$ cat src/rtl/reduce_pkg.sv
// Shared mode encodings and gate helpers for the configurable reduction tree.
package reduce_pkg;

  localparam logic [1:0] MODE_OR  = 2'b00;
  localparam logic [1:0] MODE_AND = 2'b01;
  localparam logic [1:0] MODE_XOR = 2'b10;
  localparam logic [1:0] MODE_NOR = 2'b11;

  // Value that leaves the other operand unchanged; NOR reduces as OR.
  function automatic logic identity(input logic [1:0] mode);
    return (mode == MODE_AND);
  endfunction

  // One 2-input tree gate; NOR inversion happens once at the tree root.
  function automatic logic combine(input logic a, input logic b, input logic [1:0] mode);
    case (mode)
      MODE_AND: return a & b;
      MODE_XOR: return a ^ b;
      default:  return a | b;
    endcase
  endfunction

  // Number of live operands after k levels of pairing an n-input vector.
  function automatic int level_width(input int n, input int k);
    return (n + (1 << k) - 1) >> k;
  endfunction

endpackage

$ cat src/rtl/reduce_stage.sv
// One tree level: pairs adjacent operands, pads an odd tail with the identity
// element, and optionally registers the result together with its mode.
module reduce_stage
  import reduce_pkg::*;
#(
  parameter int W_IN  = 8,
  parameter int W_OUT = (W_IN + 1) / 2,
  parameter bit REG   = 1'b1
) (
  input  logic             clk,
  input  logic             rst,
  input  logic             in_valid,
  input  logic [W_IN-1:0]  in_data,
  input  logic [1:0]       in_mode,
  output logic             out_valid,
  output logic [W_OUT-1:0] out_data,
  output logic [1:0]       out_mode
);

  logic [W_OUT-1:0] pair;

  for (genvar i = 0; i < W_OUT; i++) begin : g_pair
    if (2 * i + 1 < W_IN) begin : g_full
      assign pair[i] = combine(in_data[2*i], in_data[2*i+1], in_mode);
    end else begin : g_pad
      assign pair[i] = combine(in_data[2*i], identity(in_mode), in_mode);
    end
  end

  if (REG) begin : g_reg
    always_ff @(posedge clk) begin
      if (rst) out_valid <= 1'b0;
      else     out_valid <= in_valid;
    end

    // NOTE: data and mode registers carry no reset; the valid bit alone qualifies them.
    always_ff @(posedge clk) begin
      out_data <= pair;
      out_mode <= in_mode;
    end
  end else begin : g_comb
    logic unused_clk_rst;
    assign unused_clk_rst = clk ^ rst;
    assign out_valid      = in_valid;
    assign out_data       = pair;
    assign out_mode       = in_mode;
  end

endmodule

$ cat src/rtl/bigger_reduce_gate.sv
// Pipelined N_IN-bit OR/AND/XOR/NOR reduction with a registered result and a
// sticky-OR accumulator over qualifying results.
module bigger_reduce_gate
  import reduce_pkg::*;
#(
  parameter int N_IN = 8,
  parameter bit PIPE = 1'b1
) (
  input  logic            clk,
  input  logic            rst,
  input  logic            in_valid,
  input  logic [N_IN-1:0] in_data,
  input  logic [1:0]      mode,
  input  logic            acc_en,
  input  logic            acc_clr,
  output logic            out_valid,
  output logic            out,
  output logic            acc_out
);

  localparam int LEVELS = $clog2(N_IN);

  // The root level stays combinational and feeds the output register, so a
  // fully pipelined tree has exactly LEVELS register stages.
  for (genvar k = 0; k < LEVELS; k++) begin : g_lvl
    localparam int W_IN  = level_width(N_IN, k);
    localparam int W_OUT = level_width(N_IN, k + 1);

    logic             v_in;
    logic [W_IN-1:0]  d_in;
    logic [1:0]       m_in;
    logic             v_out;
    logic [W_OUT-1:0] d_out;
    logic [1:0]       m_out;

    if (k == 0) begin : g_head
      assign v_in = in_valid;
      assign d_in = in_data;
      assign m_in = mode;
    end else begin : g_link
      assign v_in = g_lvl[k-1].v_out;
      assign d_in = g_lvl[k-1].d_out;
      assign m_in = g_lvl[k-1].m_out;
    end

    reduce_stage #(
      .W_IN (W_IN),
      .W_OUT(W_OUT),
      .REG  (PIPE && (k < LEVELS - 1))
    ) u_stage (
      .clk      (clk),
      .rst      (rst),
      .in_valid (v_in),
      .in_data  (d_in),
      .in_mode  (m_in),
      .out_valid(v_out),
      .out_data (d_out),
      .out_mode (m_out)
    );
  end

  logic       root_valid;
  logic       root_data;
  logic [1:0] root_mode;
  logic       qualify;

  assign root_valid = g_lvl[LEVELS-1].v_out;
  assign root_data  = g_lvl[LEVELS-1].d_out[0];
  assign root_mode  = g_lvl[LEVELS-1].m_out;
  assign qualify    = out_valid & acc_en;

  always_ff @(posedge clk) begin
    if (rst) begin
      out_valid <= 1'b0;
      out       <= 1'b0;
    end else begin
      out_valid <= root_valid;
      if (root_valid) out <= (root_mode == MODE_NOR) ? ~root_data : root_data;
    end
  end

  // Clear wins over accumulation, then a simultaneous qualifying result is loaded.
  always_ff @(posedge clk) begin
    if (rst)          acc_out <= 1'b0;
    else if (acc_clr) acc_out <= qualify & out;
    else if (qualify) acc_out <= acc_out | out;
  end

endmodule

$ cat config.mk
export PLATFORM = sky130hd
export DESIGN_NAME = bigger_reduce_gate
export DESIGN_NICKNAME = d
export VERILOG_FILES = /design/src/rtl/reduce_pkg.sv /design/src/rtl/reduce_stage.sv /design/src/rtl/bigger_reduce_gate.sv
export SDC_FILE = /design/constraint.sdc
export NUM_CORES = 1
export LEC_CHECK = 0
export CAP_MARGIN = 25
export CORE_MARGIN = 4
export CORE_UTILIZATION = 40
export DETAILED_ROUTE_END_ITERATION = 8
export PLACE_DENSITY = 0.66
export SYNTH_ARGS = -nofsm -noshare
export SYNTH_HDL_FRONTEND = slang
export SYNTH_SLANG_ARGS = --single-unit
$ cat constraint.sdc
create_clock -name clk -period 2 [get_ports clk]
set_clock_uncertainty 0.15 [all_clocks]
set_input_delay 0.3 -clock clk [delete_from_list [all_inputs] [get_ports clk]]
set_output_delay 0.3 -clock clk [all_outputs]
set_load 0.01 [all_outputs]
==> metrics.cfg, run 1 <==
[detailed_routing]
drc = 0
wl_per_cell_microns = 9.79
wl_mm = 1.25
ant_nets = 0
vias = 593
firstDrtPassIters = 4
drtIter0Drc = 4
routed_via_density = 4.63

[clocking]
hold_buffers = 0
cts_root_buf = clkbuf_4
cts_setup_buffers = 0
htreeDepth = 1
path_clk_slew_ns = 0.09
cts_buffer_depth = 2
cts_made_buffers = 3
ctsResizeCount = 0
clk_latency_ns = 0.28
clock_sinks = 15
cts_tree = built

[synthesis]
yosysSeqAreaShare = 0.369
synth_cell_types = 15
ys_seq_elements = 15
netlist_area_sq_um = 813
synth_nets = 117
synthCells = 81
synth_warnings = 0
syn_area_per_cell_sq_um = 10.0

[cells_and_area]
nets = 138
final_area_sq_um = 1040
final_cell_mix = ha_1 (21), inv_1 (20), clkdlybuf4s50_1 (17), dfxtp_1 (15), a21oi_1 (7)
drive_gt1_frac = 0.0693
area_growth_pct = 28.0
final_common_cell = ha_1
antenna_cells = 0

[timing]
fin_crit_sh = 0.835
max_freq_mhz = 599
fin_crit_ns = 1.67
worstMarginPinSlew_ns = 0.283
setup_violations = 0
layout_setup_ws_ns = 0.329
fin_tns_setup_ns = 0
hold_violations = 0
maxSlewHeadroom = 0.811
slew_viol_final = 0
rsz0062_at_grt = false

[floorplanning]
die-area_sq_um = 2820
num_io_pins = 18
core_sq_um = 1940
die_x_microns = 53.1
die_h_microns = 53.1
row_count = 16
start_util = 0.419

[worst_setup_path]
cp_data_arrival_time_ns = 1.72
critPathKind = register to register
critPathMaxFanout = 3
start_kind = register
cp.required_ns = 2.05
cp-end-kind = register

[placed_design]
globalplace.congestion = 0.620
placedInstanceArea_sq_um = 1010
numPortBuffers = 17
post-place-ws_ns = 0.154
dp.final_hpwl_mm = 1.09

[global_route]
grt_max_degree = 10
grt_pass1_vias = 593
antenna_found_initial = 0
grt_pass1_wl_mm = 2.25
grt_overflow = 0
grt_usage = 0.107

[power]
peakVddDrop_uv = 277
leakagePower_nw = 0.524
power.density_nw_per_um2 = 621
finalPower_w = 0.000647

[run_status]
status = finished clean

[worst_hold_path]
hp-class = register to register

[run]
drv_cap = 0

==> worst paths after layout <==
kind	startpoint	endpoint	slack (ns)	cells after the start
max	g_lvl[1].u_stage.out_mode[0]	out	0.33	5
min	g_lvl[0].u_stage.out_mode[1]	g_lvl[1].u_stage.out_mode[1]	0.23	0
max reg2reg	g_lvl[1].u_stage.out_mode[0]	out	0.33	5
min reg2reg	g_lvl[0].u_stage.out_mode[1]	g_lvl[1].u_stage.out_mode[1]	0.23	0
==> cell usage after synthesis (all sizes together) <==
cell type / n / share of area
inv: 20 / 0.092
a311oi: 1 / 0.018
dfxtp: 15 / 0.37
nor2b: 3 / 0.023
nor2: 1 / 0.0046
and2: 1 / 0.011
or3: 1 / 0.0077
a21oi: 7 / 0.043
clkbuf: 1 / 0.0046
o21ai: 1 / 0.0061
nand3: 1 / 0.0061
ha: 21 / 0.32
a221oi: 7 / 0.083
nand2b: 1 / 0.0077
==> cell type report <==
type                    instances  area (sq um)
repair buffers                 17           170
clock inverters                 1          5.00
well taps                      27          33.8
fillers                       190           901
clock buffers                   3          22.5
flip-flops and latches         15           300
multi-input cells              45           434
inverters                      20          75.1
==> metrics by stage <==
stage	util	hold WS [ns]	instances
detailed placement	0.522	0.214	124
global placement	0.522	0.216	124
global route	0.536	0.240	128
finish	0.536	0.226	128
floorplan	-	0.178	81
CTS	0.536	0.228	128
==> cell families after synthesis <==
kind of cell,Yosys count,share of synthesized area
compound gates,16,0.151
flops,15,0.369
buf+inv,21,0.0969
fa+ha+maj,21,0.323
simple gates,8,0.0600
==> critical path, cell delays in order, from the launching register on <==
cell	delay, ns
dfxtp_1	0.37
inv_1	0.05
ha_1	0.31
and2_4	0.17
or3_1	0.32
a311oi_2	0.23
==> power breakdown <==
group	internal, W	switching, W
Combinational	0.0000780	0.0000623
Clock	0.0000741	0.0000923
Sequential	0.000326	0.0000144
==> sequential cells by signal, summed over array words and instances (netlist names) <==
register,count
acc_out,1
g_lvl.u_stage.out_data,6
g_lvl.u_stage.out_mode,4
g_lvl.u_stage.out_valid,2
out,1
out_valid,1
==> layer usage <==
metal	global-route usage	share of wire
met1	0.109	0.39
met4	0.0383	0.0064
met2	0.200	0.52
met3	0.0338	0.081
met5	0	0
No activity file was read; power rests on OpenSTA's default activity.
==> inputs of run 2 (changes only) <==
--- a/config.mk
+++ b/config.mk
@@ -9,7 +9,7 @@
 export CORE_MARGIN = 4
 export CORE_UTILIZATION = 40
 export DETAILED_ROUTE_END_ITERATION = 8
-export PLACE_DENSITY = 0.66
+export PLACE_DENSITY = 0.68
 export SYNTH_ARGS = -nofsm -noshare
 export SYNTH_HDL_FRONTEND = slang
 export SYNTH_SLANG_ARGS = --single-unit
==> constraint.sdc (replaced) <==
create_clock -name clk -period 1.5 [get_ports clk]
set_clock_uncertainty 0.15 [all_clocks]
set_input_delay 0.225 -clock clk [delete_from_list [all_inputs] [get_ports clk]]
set_output_delay 0.225 -clock clk [all_outputs]
set_load 0.01 [all_outputs]
==> run 2 against run 1 <==
Net effect: the flow now finishes with violations (setup timing); die area stayed put; first-iteration DRC count is 75% lower; final cell count rose by 2.3%; sequential power grew 34%; highest routed layer unchanged.
==> metrics.cfg, run 2 (synthesized netlist as in run 1, its figures left out) <==
[run_status]
status = finished, violations left
violations = setup timing

[worst_setup_path]
critPathKind = register to register
r2r_cells = 5  ; unchanged
cp-end-kind = register
timing.rr.start = g_lvl[1].u_stage.out_mode[0]
r2r_slack_ns = -0.0004  ; -0.33 ns
r2r_end = out
cp_data_arrival_time_ns = 1.55  ; -0.17 ns
critPathMaxFanout = 3  ; unchanged
start_kind = register
cp.required_ns = 1.55  ; -0.50 ns

[clocking]
cts_root_buf = clkbuf_4
cts_made_buffers = 3  ; unchanged
cts_setup_buffers = 0  ; unchanged
clk_latency_ns = 0.28  ; about the same
htreeDepth = 1  ; unchanged
path_clk_slew_ns = 0.09  ; about the same
clock_sinks = 15  ; unchanged
cts_buffer_depth = 2  ; unchanged
cts_tree = built

[worst_hold_path]
hp-class = register to register
min_to = g_lvl[1].u_stage.out_mode[0]
hold_start = g_lvl[0].u_stage.out_mode[0]
hold_depth = 0  ; unchanged

[global_route]
grt_usage = 0.114  ; +0.00691
grt_overflow = 0  ; unchanged
grt_pass1_vias = 610  ; +2.9%
grt_pass1_wl_mm = 2.28  ; +1.2%
grt_max_degree = 10  ; unchanged
antenna_found_initial = 0  ; unchanged

[floorplanning]
die-area_sq_um = 2820  ; unchanged
num_io_pins = 18  ; unchanged
row_count = 16  ; unchanged
start_util = 0.419  ; unchanged
die_h_microns = 53.1  ; unchanged
die_x_microns = 53.1  ; unchanged
core_sq_um = 1940  ; unchanged

[placed_design]
numPortBuffers = 17  ; unchanged
dp.final_hpwl_mm = 1.13  ; +3.4%
globalplace.congestion = 0.651  ; +5.1%

[detailed_routing]
ant_nets = 0  ; unchanged
drtIter0Drc = 1  ; -3
wl_per_cell_microns = 10.1  ; +2.9%
vias = 604  ; +1.9%
wl_mm = 1.32  ; +5.3%
firstDrtPassIters = 2  ; -2
drc = 0  ; unchanged
routed_via_density = 4.61  ; -0.48%

[run]
drv_cap = 0  ; unchanged

[timing]
maxSlewHeadroom = 0.817  ; +0.00563
slew_viol_final = 0  ; unchanged
fin_tns_setup_ns = -0.000404  ; -0.000404 ns
worstMarginPinSlew_ns = 0.274  ; -0.00844 ns
hold_violations = 0  ; unchanged
rsz0062_at_grt = true
max_freq_mhz = 666  ; +11%
fin_crit_sh = 1.00  ; +0.165
layout_setup_ws_ns = -0.000404  ; -0.330 ns
setup_violations = 1  ; +1
fin_crit_ns = 1.50  ; -0.170 ns

[cells_and_area]
antenna_cells = 0  ; unchanged
top_register = g_lvl.u_stage.out_data
drive_gt1_frac = 0.154  ; +0.0845
largest_reg_flops = 6  ; unchanged
final_cell_mix = inv_1 (20), ha_1 (19), clkdlybuf4s50_1 (14), dfxtp_1 (11), a21oi_1 (7)
final_common_cell = inv_1
largestRegisters = g_lvl.u_stage.out_data x6, g_lvl.u_stage.out_mode x4, g_lvl.u_stage.out_valid x2
final.fill_count = 204  ; +7.4%
nets = 141  ; +2.2%
area_growth_pct = 32.8

[power]
power.density_nw_per_um2 = 815  ; +31%
leakagePower_nw = 0.551  ; +5.0%
peakVddDrop_uv = 358  ; +29%
finalPower_w = 0.000880  ; +36%

## run 2: cell types whose count changed in the layout (fill, tap and decap cells not counted), sizes merged
cell	change
buf	+3
clkdlybuf4s50	-3
dlygate4sd2	+3
## run 2: through the flow
| step | hold WS (ns) | std cells | area (sq um) | utilization | worst slack [ns] |
|---|---|---|---|---|---|
| 2_1_floorplan | 0.103 | 81 | 827 | - | 0.00303 |
| 3_3_place_gp | 0.208 | 127 | 1050 | 0.541 | -0.170 |
| 3_5_place_dp | 0.208 | 127 | 1050 | 0.541 | -0.196 |
| 4_1_cts | 0.220 | 131 | 1080 | 0.555 | -0.0182 |
| 5_1_grt | 0.224 | 131 | 1080 | 0.556 | -0.106 |
| 6_report | 0.218 | 131 | 1080 | 0.556 | -0.000404 |
## run 2: critical path, cell delays in order (launching register included)
cell and delay [ns]:
dfxtp_2 0.35, inv_1 0.06, ha_4 0.21, and2_4 0.15, or3_1 0.32, a311oi_2 0.19
## run 2: what timing repair did
item,4_1_cts,5_1_grt
pin swaps,2,0
setup endpoints to repair,4,2
cloned,0,0
resized for setup,7,1
hold buffers,0,0
## run 2: area by class of cell
class | count | area, sq um | share of cell area
clock buffer | 3 | 22.5 | 0.0209
clock inverter | 1 | 5.00 | 0.00463
inverter | 20 | 75.1 | 0.0695
multi-input combinational | 45 | 449 | 0.416
sequential | 15 | 305 | 0.283
tap | 27 | 33.8 | 0.0313
timing repair buffer | 20 | 189 | 0.175
## run 2: metal layers
layer	global-route usage	wire length, microns	share of wire
met1	0.102	491	0.37
met2	0.219	721	0.55
met3	0.0366	103	0.078
met4	0.0638	4	0.0030
met5	0	0	0
## run 2: how the worst max path moves through the flow
stage / from / to / depth (start not counted)
2_1_floorplan: g_lvl[1].u_stage.out_mode[1] / out / 4
3_3_place_gp: mode[0] / g_lvl[0].u_stage.out_data[2] / 5
3_5_place_dp: mode[0] / g_lvl[0].u_stage.out_data[2] / 5
4_1_cts: g_lvl[1].u_stage.out_mode[0] / out / 5
5_1_grt: g_lvl[1].u_stage.out_data[0] / out / 5
6_report: g_lvl[1].u_stage.out_mode[0] / out / 5
## run 2: report_power, final
part | total, W | switching [W] | internal (W)
sequential | 0.000457 | 0.0000199 | 0.000437
combinational | 0.000201 | 0.0000877 | 0.000113
clock | 0.000222 | 0.000123 | 0.0000989
total | 0.000880 | 0.000231 | 0.000649
==> inputs of run 3 (changes only) <==
--- a/config.mk
+++ b/config.mk
@@ -6,7 +6,7 @@
 export NUM_CORES = 1
 export LEC_CHECK = 0
 export CAP_MARGIN = 25
-export CORE_MARGIN = 4
+export CORE_MARGIN = 5
 export CORE_UTILIZATION = 40
 export DETAILED_ROUTE_END_ITERATION = 8
 export PLACE_DENSITY = 0.68
==> run 3 against run 2 <==
Net effect: the flow still finishes with violations (setup timing); worst hold slack barely moved; clock power fell by 3%; sequential share of layout area fell by 0.41 points; count of clock-buffer cells in the layout rose by 1; critical path depth did not move; critical path type unchanged; critical endpoint unchanged.
==> metrics.cfg, run 3 (synthesized netlist as in run 1, its figures left out) <==
[floorplanning]
core_sq_um = 1940  ; unchanged
die_h_microns = 55.1  ; +3.8%
die_x_microns = 55.1  ; +3.8%
start_util = 0.419  ; unchanged
row_count = 16  ; unchanged
num_io_pins = 18  ; unchanged
die-area_sq_um = 3030  ; +7.7%

[global_route]
grt_pass1_wl_mm = 2.26  ; -0.61%
grt_overflow = 0  ; unchanged
grt_pass1_vias = 577  ; -5.4%
grt_max_degree = 9  ; -1
antenna_found_initial = 0  ; unchanged
grt_usage = 0.105  ; -0.00887

[cells_and_area]
antenna_cells = 0  ; unchanged
largestRegisters = g_lvl.u_stage.out_data x6, g_lvl.u_stage.out_mode x4, g_lvl.u_stage.out_valid x2
drive_gt1_frac = 0.192  ; +0.0385
multi_input_area_sq_um = 473  ; +5.3%
utilization = 0.569  ; +0.0129
area_growth_pct = 35.8
final_area_sq_um = 1100  ; +2.3%
nets = 141  ; unchanged
largest_reg_flops = 6  ; unchanged
top_register = g_lvl.u_stage.out_data
regArea_sq_um = 308  ; +0.82%
final_cell_mix = inv_1 (18), ha_1 (18), clkdlybuf4s50_1 (14), dfxtp_1 (11), a21oi_1 (7)
final.fill_count = 187  ; -8.3%

[detailed_routing]
wl_mm = 1.35  ; +2.3%
drtIter0Drc = 3  ; +2
wl_per_cell_microns = 10.3  ; +2.3%
ant_nets = 0  ; unchanged
firstDrtPassIters = 2  ; unchanged
vias = 594  ; -1.7%
routed_via_density = 4.53  ; -1.7%
drc = 0  ; unchanged

[timing]
slew_viol_final = 0  ; unchanged
hold_violations = 0  ; unchanged
worstMarginPinSlew_ns = 0.250  ; -0.0244 ns
setup_violations = 1  ; unchanged
rsz0062_at_grt = true
fin_crit_ns = 1.52  ; +0.0203 ns
maxSlewHeadroom = 0.833  ; +0.0163
max_freq_mhz = 658  ; -1.3%
layout_setup_ws_ns = -0.0207  ; -0.0203 ns
fin_crit_sh = 1.01  ; +0.0136
hold_slack_ns = 0.218  ; +0.0000280 ns

[clocking]
htreeDepth = 1  ; unchanged
cts_buffer_depth = 2  ; unchanged
cts_root_buf = clkbuf_4
path_clk_slew_ns = 0.08  ; about the same
cts_made_buffers = 3  ; unchanged
cts_setup_buffers = 0  ; unchanged
cts_tree = built
clock_sinks = 15  ; unchanged
clk_latency_ns = 0.27  ; about the same
hold_buffers = 0  ; unchanged

[worst_setup_path]
r2r_cells = 5  ; unchanged
r2r_slack_ns = -0.02  ; -0.02 ns
cp-end-kind = register
critPathKind = register to register
critPathMaxFanout = 3  ; unchanged
cp.required_ns = 1.54  ; about the same
path_buf_inv = 1  ; unchanged
r2r_end = out
cpMaxStageDelayCell = dfxtp_2
timing.rr.start = g_lvl[1].u_stage.out_mode[0]
path_cells = inv_2 -> ha_4 -> and2_4 -> or3_4 -> a311oi_2
cpLargestDelayFamily = simple AND/OR/NAND/NOR gates
cp_data_arrival_time_ns = 1.56  ; about the same
slowest_delay_ns = 0.35  ; about the same
start_kind = register

[power]
leakagePower_nw = 0.549  ; -0.28%
combPwrFrac = 0.249  ; +0.020
power.density_nw_per_um2 = 812  ; -0.41%
netSwitchingPower_w = 0.000231  ; +0.16%
finalPower_w = 0.000897  ; +1.9%
seq_power_share = 0.510  ; -0.009
swShare = 0.258  ; -0.00447
intPower_w = 0.000666  ; +2.5%
pwr-share-clk = 0.241  ; -0.011
peakVddDrop_uv = 487  ; +36%

[run]
drv_cap = 0  ; unchanged

[run_status]
status = finished, violations left
violations = setup timing

[placed_design]
placedInstanceArea_sq_um = 1050  ; unchanged
numPortBuffers = 17  ; unchanged
globalplace.congestion = 0.695  ; +6.8%
post-place-ws_ns = -0.213  ; -0.0173 ns
dp.final_hpwl_mm = 1.12  ; -0.74%

[worst_hold_path]
min_to = g_lvl[1].u_stage.out_mode[1]
hold_start = g_lvl[0].u_stage.out_mode[1]
hp-class = register to register
hold_depth = 0  ; unchanged

## run 3: cell count changes in the layout (fill, tap and decap cells not counted), sizes merged
cell / before / now
clkbuf: 3 / 4
clkinv: 1 / 0
## run 3: final cells by class
cell class | instances | share of cell area
clock buffer | 4 | 0.0238
inverter | 20 | 0.0680
multi-input combinational | 45 | 0.428
sequential | 15 | 0.279
tap | 27 | 0.0306
timing repair buffer | 20 | 0.171
## run 3: how the worst max path moves through the flow
stage,startpoint,end,slack (ns),depth (start not counted)
finish,g_lvl[1].u_stage.out_mode[0],out,-0.02,5
global route,g_lvl[1].u_stage.out_mode[0],out,-0.08,5
CTS,g_lvl[1].u_stage.out_mode[0],out,-0.03,5
detailed placement,mode[0],g_lvl[0].u_stage.out_data[2],-0.21,5
global placement,mode[0],g_lvl[0].u_stage.out_data[2],-0.17,5
floorplan,g_lvl[1].u_stage.out_mode[1],out,0.003,4
## run 3: repair_timing
item / CTS / global route
cloned: 0 / 0
setup endpoints to repair: 4 / 4
pin swaps: 4 / 0
resized for setup: 11 / 3
hold endpoints to repair: 0 / 0
## run 3: layer usage
metal  global-route usage  share of wire  vias to the layer above
met4               0.0486              0                        0
met2                0.211           0.57                       15
met3               0.0241          0.065                        0
met5                    0              0                        -
li1                     -              -                      317
met1               0.0974           0.36                      262
## run 3: through the flow
| stage | cells | TNS [ns] |
|---|---|---|
| after floorplan | 81 | 0 |
| after global placement | 127 | -0.696 |
| after detailed placement | 127 | -0.871 |
| after CTS | 131 | -0.0293 |
| after global routing | 131 | -0.0830 |
| final | 131 | -0.0207 |
## run 3: worst register-to-register path: cells and delay by family, from the launching register on
kind                       cells  cell delay (ns)
AOI/OAI and AO/OA              1             0.20
adders and majority gates      1             0.21
buffers and inverters          1             0.05
DFF                            1             0.35
and+or+nand+nor                2             0.49
## run 3: power groups by stage
stage	clock network, W	logic, W	registers [W]
floorplan	0	0.000117	0.000462
global placement	0	0.000188	0.000463
detailed placement	0	0.000202	0.000465
CTS	0.000228	0.000221	0.000459
global route	0.000250	0.000254	0.000463
finish	0.000216	0.000223	0.000457
